==> src/rtl/load_store_unit_if.sv <==
// load_store_unit_if: data-memory request/response bus between the LSU and memory.
interface load_store_unit_if;
  logic        dmem_req;
  logic        dmem_we;
  logic [31:0] dmem_addr;
  logic [31:0] dmem_wdata;
  logic [3:0]  dmem_wstrb;
  logic        dmem_ready;
  logic        dmem_rvalid;
  logic [31:0] dmem_rdata;
  modport master (output dmem_req, dmem_we, dmem_addr, dmem_wdata, dmem_wstrb,
                  input  dmem_ready, dmem_rvalid, dmem_rdata);
  modport slave  (input  dmem_req, dmem_we, dmem_addr, dmem_wdata, dmem_wstrb,
                  output dmem_ready, dmem_rvalid, dmem_rdata);
endinterface

==> src/rtl/load_store_unit.sv <==
// load_store_unit: single-outstanding load/store sequencer with lane steering and load extension.
module load_store_unit (
  input  logic             clk,
  input  logic             rst,
  input  logic             start,
  input  logic             is_load,
  input  logic             is_store,
  input  logic [1:0]       mem_width,
  input  logic             mem_unsigned,
  input  logic [31:0]      addr,
  input  logic [31:0]      store_data,
  load_store_unit_if.master dmem,
  output logic             busy,
  output logic             done,
  output logic [31:0]      load_data,
  output logic             misaligned
);
  typedef enum logic [1:0] {IDLE, REQ, RESP, FIN} state_t;
  state_t state_q, state_d;
  logic load_q, load_d, uns_q, uns_d, mis_q, mis_d;
  logic [1:0] width_q, width_d, lane_q, lane_d;
  logic req_q, req_d, we_q, we_d, busy_q, busy_d, done_q, done_d, mis_out_q, mis_out_d;
  logic [31:0] addr_q, addr_d, wdata_q, wdata_d, ld_q, ld_d, shifted;
  logic [3:0] wstrb_q, wstrb_d;
  logic accept, bad, wr;
  assign accept = state_q == IDLE && start;
  assign bad = (mem_width == 2'b01 && addr[0]) || (mem_width[1] && addr[1:0] != 2'b00);
  // a load takes priority if both op kinds are flagged
  assign wr = is_store && !is_load;
  always_ff @(posedge clk or posedge rst)
    if (rst) state_q <= IDLE;
    else state_q <= state_d;
  always_comb begin
    state_d = state_q;
    case (state_q)
      IDLE: if (start) state_d = (!(is_load || is_store) || bad) ? FIN : REQ;
      REQ:  if (dmem.dmem_ready) state_d = load_q ? RESP : FIN;
      RESP: if (dmem.dmem_rvalid) state_d = FIN;
      default: state_d = IDLE;
    endcase
  end
  always_comb begin
    load_d = accept ? is_load : load_q;
    uns_d = accept ? mem_unsigned : uns_q;
    width_d = accept ? mem_width : width_q;
    lane_d = accept ? addr[1:0] : lane_q;
    mis_d = accept ? (is_load || is_store) && bad : mis_q;
    addr_d = accept ? {addr[31:2], 2'b00} : addr_q;
    we_d = accept ? wr : we_q;
    wdata_d = !accept ? wdata_q :
              mem_width == 2'b00 ? {4{store_data[7:0]}} :
              mem_width == 2'b01 ? {2{store_data[15:0]}} : store_data;
    wstrb_d = !accept ? wstrb_q : !wr ? 4'b0000 :
              mem_width == 2'b00 ? 4'b0001 << addr[1:0] :
              mem_width == 2'b01 ? (addr[1] ? 4'b1100 : 4'b0011) : 4'b1111;
    req_d = state_d == REQ;
    busy_d = state_d != IDLE;
    done_d = state_q == FIN;
    mis_out_d = state_q == FIN && mis_q;
    shifted = dmem.dmem_rdata >> {lane_q, 3'b000};
    ld_d = !(state_q == RESP && dmem.dmem_rvalid) ? ld_q :
           width_q == 2'b00 ? {{24{!uns_q && shifted[7]}}, shifted[7:0]} :
           width_q == 2'b01 ? {{16{!uns_q && shifted[15]}}, shifted[15:0]} : dmem.dmem_rdata;
  end
  always_ff @(posedge clk or posedge rst)
    if (rst) begin
      load_q <= 1'b0;
      uns_q <= 1'b0;
      width_q <= 2'b00;
      lane_q <= 2'b00;
      mis_q <= 1'b0;
      addr_q <= '0;
      we_q <= 1'b0;
      wdata_q <= '0;
      wstrb_q <= '0;
      req_q <= 1'b0;
      busy_q <= 1'b0;
      done_q <= 1'b0;
      mis_out_q <= 1'b0;
      ld_q <= '0;
    end else begin
      load_q <= load_d;
      uns_q <= uns_d;
      width_q <= width_d;
      lane_q <= lane_d;
      mis_q <= mis_d;
      addr_q <= addr_d;
      we_q <= we_d;
      wdata_q <= wdata_d;
      wstrb_q <= wstrb_d;
      req_q <= req_d;
      busy_q <= busy_d;
      done_q <= done_d;
      mis_out_q <= mis_out_d;
      ld_q <= ld_d;
    end
  assign dmem.dmem_req = req_q;
  assign dmem.dmem_we = we_q;
  assign dmem.dmem_addr = addr_q;
  assign dmem.dmem_wdata = wdata_q;
  assign dmem.dmem_wstrb = wstrb_q;
  assign busy = busy_q;
  assign done = done_q;
  assign misaligned = mis_out_q;
  assign load_data = ld_q;
endmodule

==> src/flat_wrapper.sv <==
// flat-port wrapper written by rule: the top's interface ports become plain ports
module load_store_unit_flat 
  (clk, rst, start, is_load, is_store, mem_width, mem_unsigned, addr, store_data, busy, done, load_data, misaligned, dmem_dmem_req, dmem_dmem_we, dmem_dmem_addr, dmem_dmem_wdata, dmem_dmem_wstrb, dmem_dmem_ready, dmem_dmem_rvalid, dmem_dmem_rdata);
  load_store_unit_if dmem_i ();
  input  logic clk;
  input  logic rst;
  input  logic start;
  input  logic is_load;
  input  logic is_store;
  input  logic [1:0] mem_width;
  input  logic mem_unsigned;
  input  logic [31:0] addr;
  input  logic [31:0] store_data;
  output logic busy;
  output logic done;
  output logic [31:0] load_data;
  output logic misaligned;
  output wire logic [$bits(dmem_i.dmem_req)-1:0] dmem_dmem_req;
  output wire logic [$bits(dmem_i.dmem_we)-1:0] dmem_dmem_we;
  output wire logic [$bits(dmem_i.dmem_addr)-1:0] dmem_dmem_addr;
  output wire logic [$bits(dmem_i.dmem_wdata)-1:0] dmem_dmem_wdata;
  output wire logic [$bits(dmem_i.dmem_wstrb)-1:0] dmem_dmem_wstrb;
  input wire logic [$bits(dmem_i.dmem_ready)-1:0] dmem_dmem_ready;
  input wire logic [$bits(dmem_i.dmem_rvalid)-1:0] dmem_dmem_rvalid;
  input wire logic [$bits(dmem_i.dmem_rdata)-1:0] dmem_dmem_rdata;
  assign dmem_dmem_req = dmem_i.dmem_req;
  assign dmem_dmem_we = dmem_i.dmem_we;
  assign dmem_dmem_addr = dmem_i.dmem_addr;
  assign dmem_dmem_wdata = dmem_i.dmem_wdata;
  assign dmem_dmem_wstrb = dmem_i.dmem_wstrb;
  assign dmem_i.dmem_ready = dmem_dmem_ready;
  assign dmem_i.dmem_rvalid = dmem_dmem_rvalid;
  assign dmem_i.dmem_rdata = dmem_dmem_rdata;
  load_store_unit u_core (.clk(clk), .rst(rst), .start(start), .is_load(is_load), .is_store(is_store), .mem_width(mem_width), .mem_unsigned(mem_unsigned), .addr(addr), .store_data(store_data), .dmem(dmem_i), .busy(busy), .done(done), .load_data(load_data), .misaligned(misaligned));
endmodule
==> config.mk <==
export PLATFORM = sky130hd
export DESIGN_NAME = load_store_unit_flat
export DESIGN_NICKNAME = d
export VERILOG_FILES = /design/src/rtl/load_store_unit_if.sv /design/src/rtl/load_store_unit.sv /design/src/flat_wrapper.sv
export SDC_FILE = /design/constraint.sdc
export NUM_CORES = 1
export LEC_CHECK = 0
export BUFFER_PORTS_ARGS = -buffer_cell sky130_fd_sc_hd__buf_4
export CAP_MARGIN = 20
export CORE_ASPECT_RATIO = 1.25
export CORE_UTILIZATION = 44
export DETAILED_ROUTE_END_ITERATION = 6
export PLACE_DENSITY = 0.88
export SYNTH_ARGS = -nofsm -noshare
export SYNTH_HDL_FRONTEND = slang
export SYNTH_SLANG_ARGS = --single-unit
==> constraint.sdc <==
create_clock -name clk -period 3.3 [get_ports clk]
set_input_delay 0.33 -clock clk [delete_from_list [all_inputs] [get_ports clk]]
set_output_delay 0.33 -clock clk [all_outputs]
set_load 0.01 [all_outputs]
# Word-level counts from Yosys, hierarchy flattened
# Index checks and enable logic that the tools add are counted.
# word_totals
reg_bits,112
memories,0
romBits,0
wordCells,57
ramBits,0
latchBits,0
input_bits,106
# classes
div_mod_pow,0
magnitude_cmp,0
mul,0
n_mux,14
eq_ne,6
add_sub_neg,0
reduce_logical,20
bitwise,0
n_shift,2
# op_table
operator,count
2-to-1 mux 32 bit,4
right shift 32 x 5 -> 16 bit,1
2-to-1 mux 4 bit,4
logical AND 1 bit,9
"equality test 2 x 1 -> 1 bit, second input constant",4
2-to-1 mux 2 bit,4
logical NOT 2 bit,3
one-hot mux 2 bit (3 select lines),1
"equality test 2 bit, second input constant",2
nonzero test 2 bit,2
"left shift 1 x 2 -> 4 bit, first input constant",1
logical NOT 1 bit,3
logical OR 1 bit,3
2-to-1 mux 1 bit,1

# Longest topological paths before layout
# Gate-level depths: netlist of run 1.
# logic_depth
word_depth,8
ltp_mapped,7
ltp_nobuf,4

# Worst setup path before layout of run 1
# No wires, ideal clock.
# synth_timing
path_kind,reg2reg
from,register u_core.lane_q[0]
to,register u_core.ld_q[16] (netlist: u_core.load_data[16])
arrival_ns,1.485
setup_slack_ns,1.692
t_required_ns,3.177
path_stages_with_launch,6
n_path_buf,2
setup_ns,0.123
path_cell_list,dfrtp_1 > buf_6 > mux4_2 > o211ai_4 > buf_8 > nand3_2
# synth_via
elab_chain_cells,4
elab_cells_between_ends,5
classes_between,shift (1); mux (2); reduce/logical (2)
# synth_rtl
item,line_no,source
start: declaration,load_store_unit.sv:21,"logic [1:0] width_q, width_d, lane_q, lane_d;"
start signal: assignment,load_store_unit.sv:85,lane_q <= lane_d;
right shift 32 x 5 -> 16 bit *,load_store_unit.sv:60,"shifted = dmem.dmem_rdata >> {lane_q, 3'b000};"
logical AND 1 bit,load_store_unit.sv:63,"width_q == 2'b01 ? {{16{!uns_q && shifted[15]}}, shifted[15:0]} : dmem.dmem_rdata;"
2-to-1 mux 32 bit,load_store_unit.sv:63,
2-to-1 mux 32 bit *,load_store_unit.sv:62,"width_q == 2'b00 ? {{24{!uns_q && shifted[7]}}, shifted[7:0]} :"
end signal: assignment,load_store_unit.sv:95,ld_q <= ld_d;
end: declaration,load_store_unit.sv:23,"logic [31:0] addr_q, addr_d, wdata_q, wdata_d, ld_q, ld_d, shifted;"
# Every way passes the cells marked *; elsewhere a longest branch is shown, timed or not.
# A chain may end at the register's enable or synchronous reset.

# Worst setup path in the final report of run 1
# layout_timing
from,register u_core.lane_q[0]
to,register u_core.ld_q[30] (netlist: u_core.load_data[30])
# The elaborated chain is that of the path after synthesis.

==> out/metrics.yaml, run 1 <==
diodes: 0
layout_setup_ws_ns: 1.09
htreeDepth: 3
syn_to_final_growth_pct: 37.1
synth_top_family_by_area: "simple AND/OR/NAND/NOR gates"
io_pins: 211
drv_slew: 0
p_leak_nw: 3.71
nNetsFinal: 860
crit_type: "reg -> reg"
synth-seq-area-share_pct: 54.1
wl_um: 14500
synthAdderAreaFrac_pct: 0
synthCells: 567
fin_crit_ns: 2.21
setup-tns-final_ns: 0
muxShareOfSynthArea_pct: 6.98
whs_ns: 0.0654
clock-skew-final_ns: 0.00643
cts_tree: "done"
rsz0062_at_grt: "no"
ctsRootBufferMaster: "clkbuf_16"
min_period_over_period_pct: 67.0
grt_overflow_total: 0
drive_gt1_share_pct: 34.1
required_ns: 3.49
final_core_util_pct: 62.8
synth-edff-count: 0
synth-seq-cells: 112
endpoint_kind: "flop"
setup_viol: 0
portBuffers: 208
grt_antenna_before_repair: 0
firstDrtPassIters: 4
post_cts_resized: 0
slowest_delay_ns: 0.72
fmax_ghz: 0.452
power_density_nw_per_um2: 893
cts.clk_slew.worst_paths_ns: 0.07
start_kind: "flop"
initial_core_util_pct: 45.8
cts_inserted_buffers: 9
layout_commonest_cell: "buf_4"
yosys.area_share.simple_pct: 21.4
synth.avg_cell_area_um2: 9.14
drtIter0Drc: 255
grt_first_pass_wirelength_um: 23200
synth_compound_area_share_pct: 13.1
drc: 0
die_area_um2: 12200
async_flop_share_pct: 100
coreArea_um2: 11300
post_cts_buffers: 0
arrival_ns: 2.40
post_dp_cell_area_um2: 6810
place_ws_ns: 1.12
die_h_um: 123
grt_use_total_pct: 24.6
final_hold_viol_count: 0
final_cell_area_um2: 7100
via_per_inst: 5.27
path_cells: "mux4_2 > o211ai_4 > nand3_1"
antenna_left: 0
synth-xor-area-share_pct: 0
gp_congestion: 0.851
post_drt_wl_per_cell_um: 16.3
dp_hpwl_um: 10700
grt_pass1_vias: 4644
syn-cell-area_um2: 5180
vias: 4707
hold_class: "in -> async"
fillerInstances: 972
max_slew_margin_pct: 32.3
ys_types: 39
mostFrequentLayoutCells: "buf_4, nand2_1, dfrtp_1"
grt_max_degree: 50
yosys_warnings: 0
critPathMaxFanout: 19
cts_buffer_depth: 2
clk-insertion-delay-late_ns: 0.35
fp-row-count: 43
ir_worst_vdd_uv: 431
worstMarginPinSlew_ns: 1.02
crit_slowest_cell: "dfrtp_1"
status: "complete, no violations"
clock_sinks: 112
ctsHoldBuffers: 0
die_w_um: 99.0
cap_viol_max_count: 0
synth_flop_cell: "dfrtp_1"
worst paths after layout:
| path | slack (ns) | depth (start not counted) | end | start |
|---|---|---|---|---|
| max | 1.09 | 3 | u_core.load_data[30]$_DFFE_PP0P_ | u_core.lane_q[0]$_DFFE_PP0P_ |
| min | 0.07 | 2 | u_core.load_data[3]$_DFFE_PP0P_ | rst |
| max reg2reg | 1.09 | 3 | u_core.load_data[30]$_DFFE_PP0P_ | u_core.lane_q[0]$_DFFE_PP0P_ |
| min reg2reg | 0.48 | 2 | u_core.dmem.dmem_addr[30]$_DFFE_PP0P_ | u_core.dmem.dmem_addr[30]$_DFFE_PP0P_ |
| max in group asynchronous | 2.50 | 3 | u_core.dmem.dmem_addr[21]$_DFFE_PP0P_ | rst |
| min in group clk | 0.16 | 3 | u_core.dmem.dmem_addr[8]$_DFFE_PP0P_ | addr[8] |
cells by family after synthesis:
kind of cell    after synthesis
flops                       112
buf+inv                      51
other cells                   1
compound gates              117
mux                          34
simple gates                252
stage by stage:
stage	instances	total power, mW
2_1_floorplan	568	3.93
3_3_place_gp	878	5.20
3_5_place_dp	878	5.32
4_1_cts	894	6.38
5_1_grt	894	6.79
6_report	894	6.34
final cells by class:
cell class	instances	area (µm²)	share of cell area (%)
clock buffer	11	253	3.56
inverter	10	40.0	0.564
multi-input combinational	405	2160	30.4
clock inverter	5	41.3	0.581
sequential	112	2800	39.5
timing repair buffer	216	1630	23.0
tap	135	169	2.38
sequential cells by signal (all words and copies together), names as in the netlist, 2 cells and up:
| signal | cells |
|---|---|
| u_core.dmem.dmem_wdata | 32 |
| u_core.load_data | 32 |
| u_core.dmem.dmem_addr | 30 |
| u_core.dmem.dmem_wstrb | 4 |
| u_core.lane_q | 2 |
| u_core.state_q | 2 |
| u_core.width_q | 2 |
worst max-delay path: cells and delay by family (launching register included):
kind | cells | cell delay (ns)
mux | 1 | 0.65
flops | 1 | 0.72
simple gates | 1 | 0.16
compound gates | 1 | 0.53
power breakdown:
part | leakage (nW) | switching [mW] | internal [mW]
registers | 1.39 | 0.487 | 2.01
logic | 2.18 | 1.45 | 1.34
clock network | 0.138 | 0.501 | 0.558
total | 3.71 | 2.43 | 3.91
synthesized netlist by cell type, types with 2 or more instances:
master | instances | area share, %
nor2_1 | 16 | 1.2
buf_1 | 3 | 0.22
nand3_1 | 23 | 2.2
nor2b_1 | 6 | 0.72
mux2i_1 | 26 | 5.0
clkbuf_1 | 29 | 2.1
dfrtp_1 | 112 | 54
a22oi_1 | 7 | 1.0
nand2b_1 | 5 | 0.60
nand3b_1 | 3 | 0.43
and2_1 | 3 | 0.36
or2_2 | 2 | 0.24
and3_1 | 2 | 0.24
o21ai_0 | 48 | 4.6
o31ai_1 | 2 | 0.29
mux2_2 | 7 | 1.5
buf_2 | 5 | 0.48
a21oi_1 | 39 | 3.8
inv_1 | 10 | 0.72
nand2_1 | 178 | 13
a221oi_1 | 3 | 0.51
o21ai_1 | 2 | 0.19
o21a_1 | 10 | 1.4
nand3_2 | 10 | 1.9
buf_4 | 2 | 0.29
layer usage:
| metal | track usage [%] | routed length [µm] | vias up | share of wire, % |
|---|---|---|---|---|
| li1 | - | - | 2258 | - |
| met2 | 41.7 | 7280 | 204 | 50 |
| met4 | 11.1 | 459 | 0 | 3.2 |
| met3 | 5.88 | 994 | 30 | 6.8 |
| met5 | 0 | 0 | - | 0 |
| met1 | 29.9 | 5800 | 2215 | 40 |
(Power assumes the default switching activity.)
==> run 2: changes to the inputs <==
--- a/config.mk
+++ b/config.mk
@@ -8,9 +8,9 @@
 export BUFFER_PORTS_ARGS = -buffer_cell sky130_fd_sc_hd__buf_4
 export CAP_MARGIN = 20
 export CORE_ASPECT_RATIO = 1.25
-export CORE_UTILIZATION = 44
+export CORE_UTILIZATION = 48
 export DETAILED_ROUTE_END_ITERATION = 6
-export PLACE_DENSITY = 0.88
+export PLACE_DENSITY = 0.91
 export SYNTH_ARGS = -nofsm -noshare
 export SYNTH_HDL_FRONTEND = slang
 export SYNTH_SLANG_ARGS = --single-unit
==> constraint.sdc (replaced) <==
create_clock -name clk -period 2.2 [get_ports clk]
set_input_delay 0.22 -clock clk [delete_from_list [all_inputs] [get_ports clk]]
set_output_delay 0.22 -clock clk [all_outputs]
set_load 0.01 [all_outputs]
==> run 2 against run 1 <==
Compared with the run above: register-to-register slack lost 0.72 ns; sequential share of layout area is 0.50 points lower; highest routed layer unchanged; cell count increased by 0.45%; combinational power rose by 55%.
==> out/metrics.yaml, run 2 (synthesis gave the netlist of run 1 again) <==
status: "complete, no violations"
arrival_ns: 2.02  # -0.38 ns
layout_setup_ws_ns: 0.367  # -0.722 ns
grt_antenna_before_repair: 0  # unchanged
mostFrequentLayoutCells: "buf_4, nand2_1, dfrtp_1"
place_ws_ns: 0.388  # -0.732 ns
gp_congestion: 0.983  # +16%
cap_viol_max_count: 0  # unchanged
vias: 4844  # +2.9%
final_hold_viol_count: 0  # unchanged
die_area_um2: 11200  # -8.2%
htreeDepth: 3  # unchanged
hold_start: "addr[14]"
cts_buffer_depth: 2  # unchanged
power.internal_mw: 6.08  # +56%
final_core_util_pct: 68.1  # +5.2 points
seqPwrFrac_pct: 37.9  # -1.5 points
ir_worst_vdd_uv: 738  # +71%
rsz0062_at_grt: "no"
seq_area_um2: 2800  # unchanged
cts_tree: "done"
critPathMaxFanout: 16  # -3
die_h_um: 118  # -4.2%
cts_inserted_buffers: 9  # unchanged
p_leak_nw: 3.76  # +1.5%
syn_to_final_growth_pct: 38.8
post_cts_resized: 0  # unchanged
dp_hpwl_um: 10900  # +2.0%
drc: 0  # unchanged
max_slew_margin_pct: 59.5  # +27 points
fmax_ghz: 0.545  # +21%
drive_gt1_share_pct: 34.6  # +0.47 points
ctsRootBufferMaster: "clkbuf_16"
portBuffers: 208  # unchanged
fp-row-count: 42  # -2.3%
die_w_um: 94.9  # -4.2%
grt_overflow_total: 0  # unchanged
worstMarginPinSlew_ns: 0.606  # -0.410 ns
grt_first_pass_wirelength_um: 23000  # -0.78%
clock-skew-final_ns: 0.00516  # -0.00127 ns
layout_commonest_cell: "buf_4"
grt_max_degree: 98  # +96%
power_mw: 9.77  # +54%
antenna_left: 0  # unchanged
drtIter0Drc: 229  # -10%
power_density_nw_per_um2: 1360  # +52%
grt_use_total_pct: 26.5  # +1.9 points
start_kind: "flop"
fillerInstances: 804  # -17%
whs_ns: 0.0618  # -0.00357 ns
min_period_over_period_pct: 83.3  # +16 points
setup-tns-final_ns: 0  # unchanged
diodes: 0  # unchanged
switchingPower_mw: 3.69  # +52%
crit_type: "reg -> reg"
clk-insertion-delay-late_ns: 0.34  # about the same
post_cts_buffers: 0  # unchanged
coreArea_um2: 10600  # -6.5%
setup_viol: 0  # unchanged
io_pins: 211  # unchanged
grt_pass1_vias: 4766  # +2.6%
hold_class: "in -> reg"
required_ns: 2.38  # -1.11 ns
wl_um: 14700  # +0.87%
ctsHoldBuffers: 1  # +1
drv_slew: 0  # unchanged
multi_input_area_um2: 2160  # unchanged
endpoint_kind: "flop"
firstDrtPassIters: 5  # +1
initial_core_util_pct: 49.0  # +3.2 points
p_clk_share_pct: 18.0  # +1.3 points
switching_share_pct: 37.8  # -0.62 points
fin_crit_ns: 1.83  # -0.378 ns
r2r_start: "u_core.lane_q[1]$_DFFE_PP0P_"
via_per_inst: 5.39  # +2.5%
clock_sinks: 112  # unchanged
combPwrFrac_pct: 44.1  # +0.2 points
post_drt_wl_per_cell_um: 16.3  # +0.42%
nNetsFinal: 867  # +0.81%
cp-startpoint: "u_core.lane_q[1]$_DFFE_PP0P_"
cts.clk_slew.worst_paths_ns: 0.07  # about the same
run 2: cell type report:
class / count / area share (%)
clock buffer: 9 / 3.13
multi-input combinational: 405 / 30.0
tap: 132 / 2.30
sequential: 112 / 39.0
timing repair buffer: 223 / 23.7
clock inverter: 7 / 1.32
inverter: 10 / 0.574
run 2: power groups by stage:
stage	Clock [mW]	Combinational, mW	Sequential, mW
after detailed placement	0	4.33	3.72
after global routing	1.86	4.74	3.81
after global placement	0	4.16	3.66
after floorplan	0	1.95	3.94
after CTS	1.78	4.34	3.70
final	1.76	4.31	3.70
run 2: worst max-delay path: stages, from the launching register on:
cell and delay (ns):
dfrtp_1 0.56, mux4_2 0.44, o211ai_4 0.51, nand3_1 0.17
run 2: through the flow:
step / instance area, µm² / instances
6_report: 7190 / 898
5_1_grt: 7190 / 898
4_1_cts: 7190 / 898
3_5_place_dp: 6860 / 881
3_3_place_gp: 6860 / 881
2_1_floorplan: 5190 / 568
run 2: worst paths after layout:
path / end / slack, ns / depth (start not counted)
worst max-delay path: u_core.load_data[30]$_DFFE_PP0P_ / 0.37 / 3
worst max register to register: u_core.load_data[30]$_DFFE_PP0P_ / 0.37 / 3
worst min-delay path: u_core.dmem.dmem_addr[14]$_DFFE_PP0P_ / 0.06 / 3
min in group asynchronous: u_core.load_data[31]$_DFFE_PP0P_ / 0.51 / 3
worst min register to register: u_core.dmem.dmem_wdata[5]$_DFFE_PP0P_ / 0.48 / 2
max in group asynchronous: u_core.dmem.dmem_addr[4]$_DFFE_PP0P_ / 1.06 / 4
run 2: per-layer routing:
| layer | global-route usage (%) | part of all wire [%] | vias up |
|---|---|---|---|
| met5 | 0 | 0 | - |
| met4 | 10.8 | 3.1 | 0 |
| met3 | 7.01 | 8.2 | 36 |
| met2 | 44.5 | 50 | 238 |
| met1 | 31.7 | 39 | 2301 |
| li1 | - | - | 2269 |
==> run 3: changes to the inputs <==
--- a/config.mk
+++ b/config.mk
@@ -5,10 +5,11 @@
 export SDC_FILE = /design/constraint.sdc
 export NUM_CORES = 1
 export LEC_CHECK = 0
+export ABC_AREA = 1
 export BUFFER_PORTS_ARGS = -buffer_cell sky130_fd_sc_hd__buf_4
 export CAP_MARGIN = 20
 export CORE_ASPECT_RATIO = 1.25
-export CORE_UTILIZATION = 48
+export CORE_UTILIZATION = 49
 export DETAILED_ROUTE_END_ITERATION = 6
 export PLACE_DENSITY = 0.91
 export SYNTH_ARGS = -nofsm -noshare
==> constraint.sdc (replaced) <==
create_clock -name clk -period 1.8 [get_ports clk]
set_input_delay 0.18 -clock clk [delete_from_list [all_inputs] [get_ports clk]]
set_output_delay 0.18 -clock clk [all_outputs]
set_load 0.01 [all_outputs]
==> run 3 against run 2 <==
Compared with the run above: area after synthesis increased by 3.2%; count of clock-buffer cells in the layout rose by 1; combinational power increased by 42%; critical path type unchanged; highest routed layer unchanged.
==> out/metrics.yaml, run 3 <==
layout_commonest_cell: "nand2_1"
worstMarginPinSlew_ns: 0.702  # +0.0955 ns
portBuffers: 208  # unchanged
ff2ff_setup_slack_ns: 0.20  # -0.16 ns
fmax_ghz: 0.626  # +15%
ir_worst_vdd_uv: 972  # +32%
worstRegToRegCells: 7  # +4
clk-insertion-delay-late_ns: 0.34  # about the same
vias: 5262  # +8.6%
final_hold_viol_count: 0  # unchanged
rsz0062_at_grt: "no"
clock-skew-final_ns: 0.00761  # +0.00245 ns
clock_sinks: 112  # unchanged
wl_um: 15200  # +3.6%
fin_crit_ns: 1.60  # -0.235 ns
synth-seq-cells: 112  # unchanged
max_slew_margin_pct: 53.2  # -6.3 points
hold_path_depth: 3  # unchanged
path_cells: "inv_2 > nand2_1 > nand3_1 > nand3_2 > nand2_4 > inv_1 > a21boi_1"
endpoint_kind: "flop"
grt_overflow_total: 0  # unchanged
gp_congestion: 0.895  # -8.9%
async_flop_share_pct: 100  # unchanged
drc: 0  # unchanged
path_buf_inv: 2  # +2
hold_class: "in -> reg"
synth-seq-area-share_pct: 52.4  # -1.7 points
synth.avg_cell_area_um2: 7.87  # -14%
layout_setup_ws_ns: 0.202  # -0.165 ns
coreArea_um2: 10600  # +0.50%
die_w_um: 95.4  # +0.52%
synthTopCellsByCount: "nand2_1, dfrtp_1, inv_1, nand3_1, nor2_1"
cts_buffer_depth: 2  # unchanged
power_density_nw_per_um2: 1720  # +27%
worst_r2r_endpoint: "u_core.load_data[11]$_DFFE_PP0P_"
drive_gt1_share_pct: 32.0  # -2.6 points
drv_slew: 0  # unchanged
setup_viol: 0  # unchanged
yosys.area.top_type: "dfrtp_1"
cts.clk_slew.worst_paths_ns: 0.08  # about the same
ctsRootBufferMaster: "clkbuf_16"
synthCells: 679  # +20%
dp_hpwl_um: 11200  # +2.7%
post_drt_wl_per_cell_um: 14.9  # -8.5%
p_leak_nw: 4.04  # +7.4%
critPathMaxFanout: 17  # +1
io_pins: 211  # unchanged
ys_types: 30  # -23%
cts_inserted_buffers: 9  # unchanged
die_h_um: 119  # +0.52%
drtIter0Drc: 257  # +12%
arrival_ns: 1.86  # -0.16 ns
antenna_left: 0  # unchanged
grt_first_pass_wirelength_um: 24400  # +5.9%
fp-row-count: 42  # unchanged
post_cts_buffers: 0  # unchanged
synth_top_area_share_pct: 52.4  # -1.7 points
min_period_over_period_pct: 88.8  # +5.4 points
die_area_um2: 11300  # +1.0%
syn-cell-area_um2: 5340  # +3.2%
syn_to_final_growth_pct: 38.9  # about the same
r2r_start: "u_core.lane_q[0]$_DFFE_PP0P_"
hold_start: "addr[15]"
crit_type: "reg -> reg"
start_kind: "flop"
grt_max_degree: 71  # -28%
mostFrequentLayoutCells: "nand2_1, buf_4, dfrtp_1"
setup-tns-final_ns: 0  # unchanged
crit_slowest_cell: "dfrtp_1"
htreeDepth: 3  # unchanged
synth_flop_cell: "dfrtp_1"
diodes: 0  # unchanged
grt_pass1_vias: 5086  # +6.7%
place_ws_ns: 0.240  # -0.149 ns
firstDrtPassIters: 5  # unchanged
synth-edff-count: 0  # unchanged
status: "complete, no violations"
whs_ns: 0.0236  # -0.0382 ns
holdPathEnd: "u_core.dmem.dmem_addr[15]$_DFFE_PP0P_"
nNetsFinal: 986  # +14%
path_delay_family: "simple AND/OR/NAND/NOR gates"
yosys_warnings: 0  # unchanged
initial_core_util_pct: 50.3  # +1.3 points
synth.most_common_cell: "nand2_1"
cts_tree: "done"
cap_viol_max_count: 0  # unchanged
slowest_delay_ns: 0.45  # -0.11 ns
required_ns: 2.06  # -0.32 ns
synth.top_cells.by_area: "dfrtp_1, nand2_1, nand3_1"
via_per_inst: 5.17  # -4.1%
grt_use_total_pct: 27.8  # +1.3 points
grt_antenna_before_repair: 0  # unchanged
-- run 3: cell count changes in the layout (fill, tap and decap cells not counted), sizes merged, moves of 10 or more --
| cell | previous run | this run |
|---|---|---|
| nor2 | 17 | 57 |
| a31oi | 1 | 16 |
| o21ai | 50 | 37 |
| a21oi | 40 | 30 |
| o21a | 10 | 0 |
| mux2i | 26 | 0 |
| or2 | 2 | 27 |
| nand2 | 178 | 231 |
| nand3 | 33 | 58 |
| inv | 10 | 62 |
-- run 3: cell families (layout without fill, tap and decap cells) --
kind of cell / count (synthesis) / after routing / synth area share [%]
other: 1 / 2 / 0.0702
AOI/OAI and AO/OA: 96 / 96 / 10.1
DFF: 112 / 112 / 52.4
buffers and inverters: 96 / 301 / 7.47
and+or+nand+nor: 374 / 374 / 29.9
-- run 3: timing repair --
action / CTS / global route
endpoints found under the hold margin: 22 / 0
setup endpoints to repair: 0 / 0
hold buffers: 1 / 0
resized for setup: 0 / 0
-- run 3: stage by stage --
step | area (µm²) | power (mW) | util [%] | std cells
after floorplan | 5350 | 7.79 | - | 680
after global placement | 7080 | 10.4 | 66.7 | 1000
after detailed placement | 7080 | 10.6 | 66.7 | 1000
after CTS | 7420 | 12.8 | 69.9 | 1017
after global routing | 7420 | 13.7 | 69.9 | 1017
final | 7420 | 12.8 | 69.9 | 1017
-- run 3: cell type report --
| class | instances | area, µm² |
|---|---|---|
| fillers | 845 | 3190 |
| flip-flops and latches | 112 | 2800 |
| multi-input cells | 472 | 2150 |
| repair buffers | 225 | 1740 |
| clock buffers | 10 | 239 |
| inverters | 60 | 231 |
| well taps | 132 | 165 |
| clock inverters | 6 | 96.3 |
-- run 3: power by group --
group | internal (mW) | switching, mW
Sequential | 3.74 | 0.706
Combinational | 2.83 | 3.27
Clock | 1.28 | 0.936
-- run 3: routing by layer --
metal  share of wire (%)  GRT usage, %  vias up  routed length, µm
met5                   0             0        -                  0
met4                 2.9          10.9        0                437
met3                 9.1          6.82       31               1380
met2                  50          47.1      254               7610
met1                  38          33.5     2432               5750
li1                    -             -     2545                  -
-- run 3: tightest hold or removal path: cells and delay by family --
family | cells | cell delay, ns
buffers and inverters | 1 | 0.07
and+or+nand+nor | 2 | 0.08
-- run 3: worst max-delay path by stage --
stage                            startpoint                                     end  slack [ns]  depth (start not counted)
2_1_floorplan                           rst                   u_core.busy$_DFF_PP0_        0.26                          1
3_3_place_gp   u_core.lane_q[0]$_DFFE_PP0P_         u_core.load_data[8]$_DFFE_PP0P_        0.29                          7
3_5_place_dp    u_core.state_q[1]$_DFF_PP0_  u_core.dmem.dmem_wdata[30]$_DFFE_PP0P_        0.24                          5
4_1_cts        u_core.lane_q[0]$_DFFE_PP0P_        u_core.load_data[11]$_DFFE_PP0P_        0.21                          7
5_1_grt         u_core.state_q[1]$_DFF_PP0_  u_core.dmem.dmem_wdata[30]$_DFFE_PP0P_        0.05                          5
6_report       u_core.lane_q[0]$_DFFE_PP0P_        u_core.load_data[11]$_DFFE_PP0P_        0.20                          7
